## config.mk

```make
export PLATFORM = sky130hd
export DESIGN_NAME = if_fetch
export DESIGN_NICKNAME = d
export VERILOG_FILES = /design/src/rtl/if_fetch.sv
export SDC_FILE = /design/constraint.sdc
export NUM_CORES = 1
export LEC_CHECK = 0
export BUFFER_PORTS_ARGS = -buffer_cell sky130_fd_sc_hd__buf_2
export CORE_ASPECT_RATIO = 1.2
export CORE_MARGIN = 2
export CORE_UTILIZATION = 51
export CTS_CLUSTER_SIZE = 16
export DETAILED_ROUTE_END_ITERATION = 10
export PLACE_DENSITY = 0.77
export SYNTH_ARGS = -nofsm -noshare
export SYNTH_HDL_FRONTEND = slang
export SYNTH_SLANG_ARGS = --single-unit
```

## constraint.sdc

```tcl
create_clock -name clk -period 2.1 [get_ports clk]
set_clock_uncertainty 0.15 [all_clocks]
set_input_delay 0.105 -clock clk [delete_from_list [all_inputs] [get_ports clk]]
set_output_delay 0.105 -clock clk [all_outputs]
set_load 0.02 [all_outputs]
```

## src/rtl/if_fetch.sv

```systemverilog
// ----------------------------------------------------------------------------
// if_fetch -- instruction fetch stage with a 2-entry {inst, pc} buffer.
//
// Issues one word-aligned request at a time to an instruction memory that
// answers (ack + data) in the same cycle it accepts the request. Fetched words
// are queued in a 2-entry FIFO that the decode stage drains; a taken branch
// flushes the FIFO and restarts fetch at the branch target.
//
// Handshakes (valid/ready semantics):
//   imem side   : imem_req_o/imem_addr_o are held stable from assertion until
//                 the cycle imem_ack_i=1; a transfer happens on that cycle only.
//   decode side : valid_o is the valid, ~stall_i is the ready; an entry is
//                 consumed at the rising edge where valid_o=1 and stall_i=0.
//
// Ports:
//   clk          clock, all state updates on the rising edge
//   rst          asynchronous active-low reset
//   imem_req_o   instruction memory request
//   imem_addr_o  request address (word aligned)
//   imem_ack_i   request accepted, imem_data_i valid this cycle
//   imem_data_i  fetched instruction
//   stall_i      decode stage stall
//   br_taken_i   redirect pulse (highest priority event)
//   br_target_i  redirect address (low two bits ignored)
//   inst_o       instruction to decode (BUBBLE when valid_o=0)
//   pc_o         address of inst_o (0 when valid_o=0)
//   valid_o      inst_o/pc_o hold a real instruction
//   dbg_state_o  current FSM state (RST_WAIT=0, FETCH=1, FULL=2, DRAIN=3)
// ----------------------------------------------------------------------------
module if_fetch #(
    parameter int                  W_INST   = 32,
    parameter int                  W_ADDR   = 32,
    parameter logic [W_ADDR-1:0]   RESET_PC = '0,
    parameter logic [W_INST-1:0]   BUBBLE   = '0
) (
    input  logic              clk,
    input  logic              rst,
    output logic              imem_req_o,
    output logic [W_ADDR-1:0] imem_addr_o,
    input  logic              imem_ack_i,
    input  logic [W_INST-1:0] imem_data_i,
    input  logic              stall_i,
    input  logic              br_taken_i,
    input  logic [W_ADDR-1:0] br_target_i,
    output logic [W_INST-1:0] inst_o,
    output logic [W_ADDR-1:0] pc_o,
    output logic              valid_o,
    output logic [1:0]        dbg_state_o
);

    typedef enum logic [1:0] {
        RST_WAIT = 2'd0,
        FETCH    = 2'd1,
        FULL     = 2'd2,
        DRAIN    = 2'd3
    } state_t;

    state_t            state_q, state_d;
    logic [W_ADDR-1:0] pc_q, pc_d;
    logic [W_ADDR-1:0] drain_addr_q, drain_addr_d;
    logic [1:0]        count_q, count_d;
    logic              rd_ptr_q, rd_ptr_d;
    logic              wr_ptr_q, wr_ptr_d;
    logic [W_INST-1:0] fifo_inst_q [2];
    logic [W_ADDR-1:0] fifo_pc_q   [2];

    logic acked;
    logic push;
    logic pop;
    logic clear;

    // ------------------------------------------------------------------
    // Outputs derived from registered state only
    // ------------------------------------------------------------------
    assign imem_req_o  = (state_q == FETCH) || (state_q == DRAIN);
    // Outside DRAIN the PC register is the address; in RST_WAIT/FULL it is
    // shown without a request.
    assign imem_addr_o = (state_q == DRAIN) ? drain_addr_q : pc_q;
    assign valid_o     = (count_q != 2'd0);
    assign inst_o      = valid_o ? fifo_inst_q[rd_ptr_q] : BUBBLE;
    assign pc_o        = valid_o ? fifo_pc_q[rd_ptr_q] : '0;
    assign dbg_state_o = state_q;

    assign acked = imem_ack_i & imem_req_o;
    assign pop   = valid_o & ~stall_i;

    // ------------------------------------------------------------------
    // Next-state / datapath control
    // ------------------------------------------------------------------
    always_comb begin
        state_d      = state_q;
        pc_d         = pc_q;
        drain_addr_d = drain_addr_q;
        push         = 1'b0;
        clear        = 1'b0;

        if (br_taken_i) begin
            clear = 1'b1;
            pc_d  = {br_target_i[W_ADDR-1:2], 2'b00};
            unique case (state_q)
                RST_WAIT, FULL: state_d = FETCH;
                FETCH: begin
                    // An unacked request must still complete; remember it.
                    if (!acked) begin
                        state_d      = DRAIN;
                        drain_addr_d = pc_q;
                    end
                end
                // The old request completing in this same cycle ends the
                // drain; otherwise only the PC is redirected.
                DRAIN: if (acked) state_d = FETCH;
                default: state_d = RST_WAIT;
            endcase
        end else begin
            unique case (state_q)
                RST_WAIT: state_d = FETCH;
                FETCH: begin
                    if (acked) begin
                        push = 1'b1;
                        pc_d = pc_q + W_ADDR'(4);
                        // FIFO fills only when one entry is held and none leaves.
                        if (count_q == 2'd1 && !pop) state_d = FULL;
                    end
                end
                FULL:  if (pop) state_d = FETCH;
                DRAIN: if (acked) state_d = FETCH;
                default: state_d = RST_WAIT;
            endcase
        end

        if (clear) begin
            count_d  = 2'd0;
            rd_ptr_d = 1'b0;
            wr_ptr_d = 1'b0;
        end else begin
            rd_ptr_d = rd_ptr_q ^ pop;
            wr_ptr_d = wr_ptr_q ^ push;
            unique case ({push, pop})
                2'b10:   count_d = count_q + 2'd1;
                2'b01:   count_d = count_q - 2'd1;
                default: count_d = count_q;
            endcase
        end
    end

    // ------------------------------------------------------------------
    // State registers
    // ------------------------------------------------------------------
    always_ff @(posedge clk or negedge rst) begin
        if (!rst) begin
            state_q      <= RST_WAIT;
            pc_q         <= RESET_PC;
            drain_addr_q <= RESET_PC;
            count_q      <= 2'd0;
            rd_ptr_q     <= 1'b0;
            wr_ptr_q     <= 1'b0;
        end else begin
            state_q      <= state_d;
            pc_q         <= pc_d;
            drain_addr_q <= drain_addr_d;
            count_q      <= count_d;
            rd_ptr_q     <= rd_ptr_d;
            wr_ptr_q     <= wr_ptr_d;
        end
    end

    always_ff @(posedge clk or negedge rst) begin
        if (!rst) begin
            for (int i = 0; i < 2; i++) begin
                fifo_inst_q[i] <= '0;
                fifo_pc_q[i]   <= '0;
            end
        end else if (push && !clear) begin
            fifo_inst_q[wr_ptr_q] <= imem_data_i;
            fifo_pc_q[wr_ptr_q]   <= pc_q;
        end
    end

endmodule
```

==> flow_summary.json <==
{
  "status": "finished with violations",
  "violations": "setup timing",
  "dr.pass1.iters": 5,
  "clkTransAtPathRegs_ps": 70,
  "cp.required_ps": 2290,
  "fin_area_um2": 12000,
  "power_density_nw_per_um2": 1290,
  "worstReg2RegStart": "dbg_state_o[1]",
  "antenna_found_initial": 0,
  "cp.arrival_ps": 2360,
  "cp-start-kind": "register",
  "reg2reg_depth": 5,
  "vias_per_cell": 5.59,
  "finalSetupViolCount": 5,
  "timing.rr.end": "pc_q[27]",
  "core_area_um2": 17500,
  "clock-sinks": 190,
  "fin_crit_ps": 2170,
  "initial_core_util_pct": 51.9,
  "syn_area_um2": 9090,
  "die_area_um2": 18900,
  "synthDominantCellAreaShare_pct": 52.3,
  "hp-class": "input port to asynchronous set/reset pin",
  "die_h_um": 150,
  "async_flop_share_pct": 100,
  "fin_cells": 1241,
  "cts_tree": "yes",
  "vias": 6936,
  "dp_slack_ps": -122,
  "rsz0062_at_grt": "yes",
  "drtIter0Drc": 279,
  "yosys_register_bits": 190,
  "diodes": 0,
  "crit_type": "register to register",
  "nets": 1080,
  "total_leakage_power_nw": 5.32,
  "layout_common_cells": "188 x dfrtp_1, 175 x mux2_2, 161 x buf_2",
  "synth_cells": 750,
  "port_buffers": 162,
  "avgRoutedWirePerCell_um": 18.5,
  "dpl_cell_area_um2": 10500,
  "whs_ps": 22.5,
  "synth_cell_types": 38,
  "synth.yosys.warnings": 0,
  "clockRootBuffer": "clkbuf_16",
  "clockBufferDepth": 2,
  "ir_drop_mv": 0.747,
  "area_delta_synth_final_pct": 31.9,
  "numCtsBuffers": 17,
  "max_cap_violations": 0,
  "dieWidth_um": 126,
  "grt_max_degree": 54,
  "drive_above_1_share_pct": 44.5,
  "yosys.area.top_type": "dfrtp_1",
  "gr-usage-all-layers_pct": 23.6,
  "synth_area_per_cell_um2": 12.1,
  "post-route-period-util_pct": 103,
  "worst_skew_pair.late_latency_ps": 430,
  "synth_edf_count": 0,
  "r2r_slack_ps": -70,
  "ys_top_cells_by_area": "dfrtp_1 52%, mux2_2 22%, mux2i_1 7.0%, nor2_1 3.4%, clkbuf_1 1.7%",
  "route.detailed.drc": 0,
  "overflow": 0,
  "grt_pass1_vias": 6944,
  "crit_path_end_kind": "register",
  "yosysSeqAreaShare_pct": 52.3,
  "place.gp.congestion": 0.849,
  "finalMaxSlewViolations": 0,
  "detail-route-antenna-nets": 0,
  "fmax_mhz": 460,
  "layout_setup_ws_ps": -71.7,
  "grt_first_pass_wirelength_um": 35300,
  "htree_levels": 4,
  "rows": 53,
  "final_hold_viol_count": 0,
  "wl_um": 23000,
  "dp_hpwl_um": 14000,
  "dpl.cell_count": 1124,
  "layout_commonest_cell": "dfrtp_1",
  "setup_tns_ps": -188,
  "path_max_fanout": 17,
  "num_io_pins": 169,
  "synth_ff_type": "dfrtp_1"
}
## state kept, by name (all words and copies together) (netlist names)
signal,flops
wr_ptr_q,1
pc_q,30
count_q,2
drain_addr_q,30
dbg_state_o,2
fifo_inst_q,64
fifo_pc_q,60
rd_ptr_q,1
## synthesized netlist by cell type (all sizes together) (5+ instances only)
cell    count
nand4      10
mux2      183
a31oi      15
o31ai      15
nor2       82
xor2        5
nand3      12
or4        18
mux2i      64
clkbuf     41
xnor2       9
nor4        5
and3        5
o21ai      14
inv         5
buf        22
nand2      29
dfrtp     190
## how the worst max path moves through the flow
stage / startpoint / to / slack [ps] / cells past startpoint
2_1_floorplan: pc_q[2] / pc_q[18] / 10 / 7
3_3_place_gp: dbg_state_o[1] / pc_q[15] / -40 / 5
3_5_place_dp: dbg_state_o[1] / pc_q[15] / -120 / 5
4_1_cts: dbg_state_o[1] / pc_q[15] / -50 / 5
5_1_grt: dbg_state_o[1] / pc_q[23] / -80 / 5
6_report: dbg_state_o[1] / pc_q[27] / -70 / 5
## cell families after synthesis
group	synth area share, %
compound gates	3.66
xor+xnor	1.35
fa+ha+maj	0.413
buf+inv	3.22
flops	52.3
mux	29.7
other cells	0.0413
simple gates	9.27
## per-layer routing
layer | part of all wire [%] | global-route usage [%]
met5 | 0 | 0
met2 | 51 | 40.5
met4 | 2.5 | 10.0
met3 | 4.5 | 4.19
met1 | 42 | 29.6
## worst max-delay path: stages, from the launching register on
cell      delay (ps)
dfrtp_2          410
nand3b_1         190
or4_4            530
buf_6            170
or4_1            430
a31oi_1          210
## final cells by class
| cell class | count | area (µm²) |
|---|---|---|
| clock buffers | 23 | 498 |
| clock inverters | 9 | 83.8 |
| fillers | 1263 | 5520 |
| inverters | 6 | 22.5 |
| multi-input cells | 494 | 4120 |
| flip-flops and latches | 190 | 4760 |
| well taps | 220 | 275 |
| repair buffers | 299 | 2230 |
## repair_timing
| action | CTS | global route |
|---|---|---|
| hold buffers | 67 | 0 |
| setup endpoints to repair | 83 | 89 |
| buffers inserted | 7 | 8 |
| resized for setup | 9 | 9 |
| endpoints found under the hold margin | 289 | 0 |
| cloned | 0 | 4 |
| pin swaps | 2 | 6 |
## power breakdown
part	switching [mW]	total (mW)	internal (mW)
clock	1.38	3.17	1.79
sequential	0.788	5.89	5.11
combinational	3.37	6.36	2.99
## stage by stage
stage	power, mW	utilization [%]
floorplan	9.99	-
global placement	11.8	59.8
detailed placement	12.0	59.8
CTS	15.4	67.4
global route	16.3	68.5
finish	15.4	68.5
No activity file was read; power rests on OpenSTA's default activity.
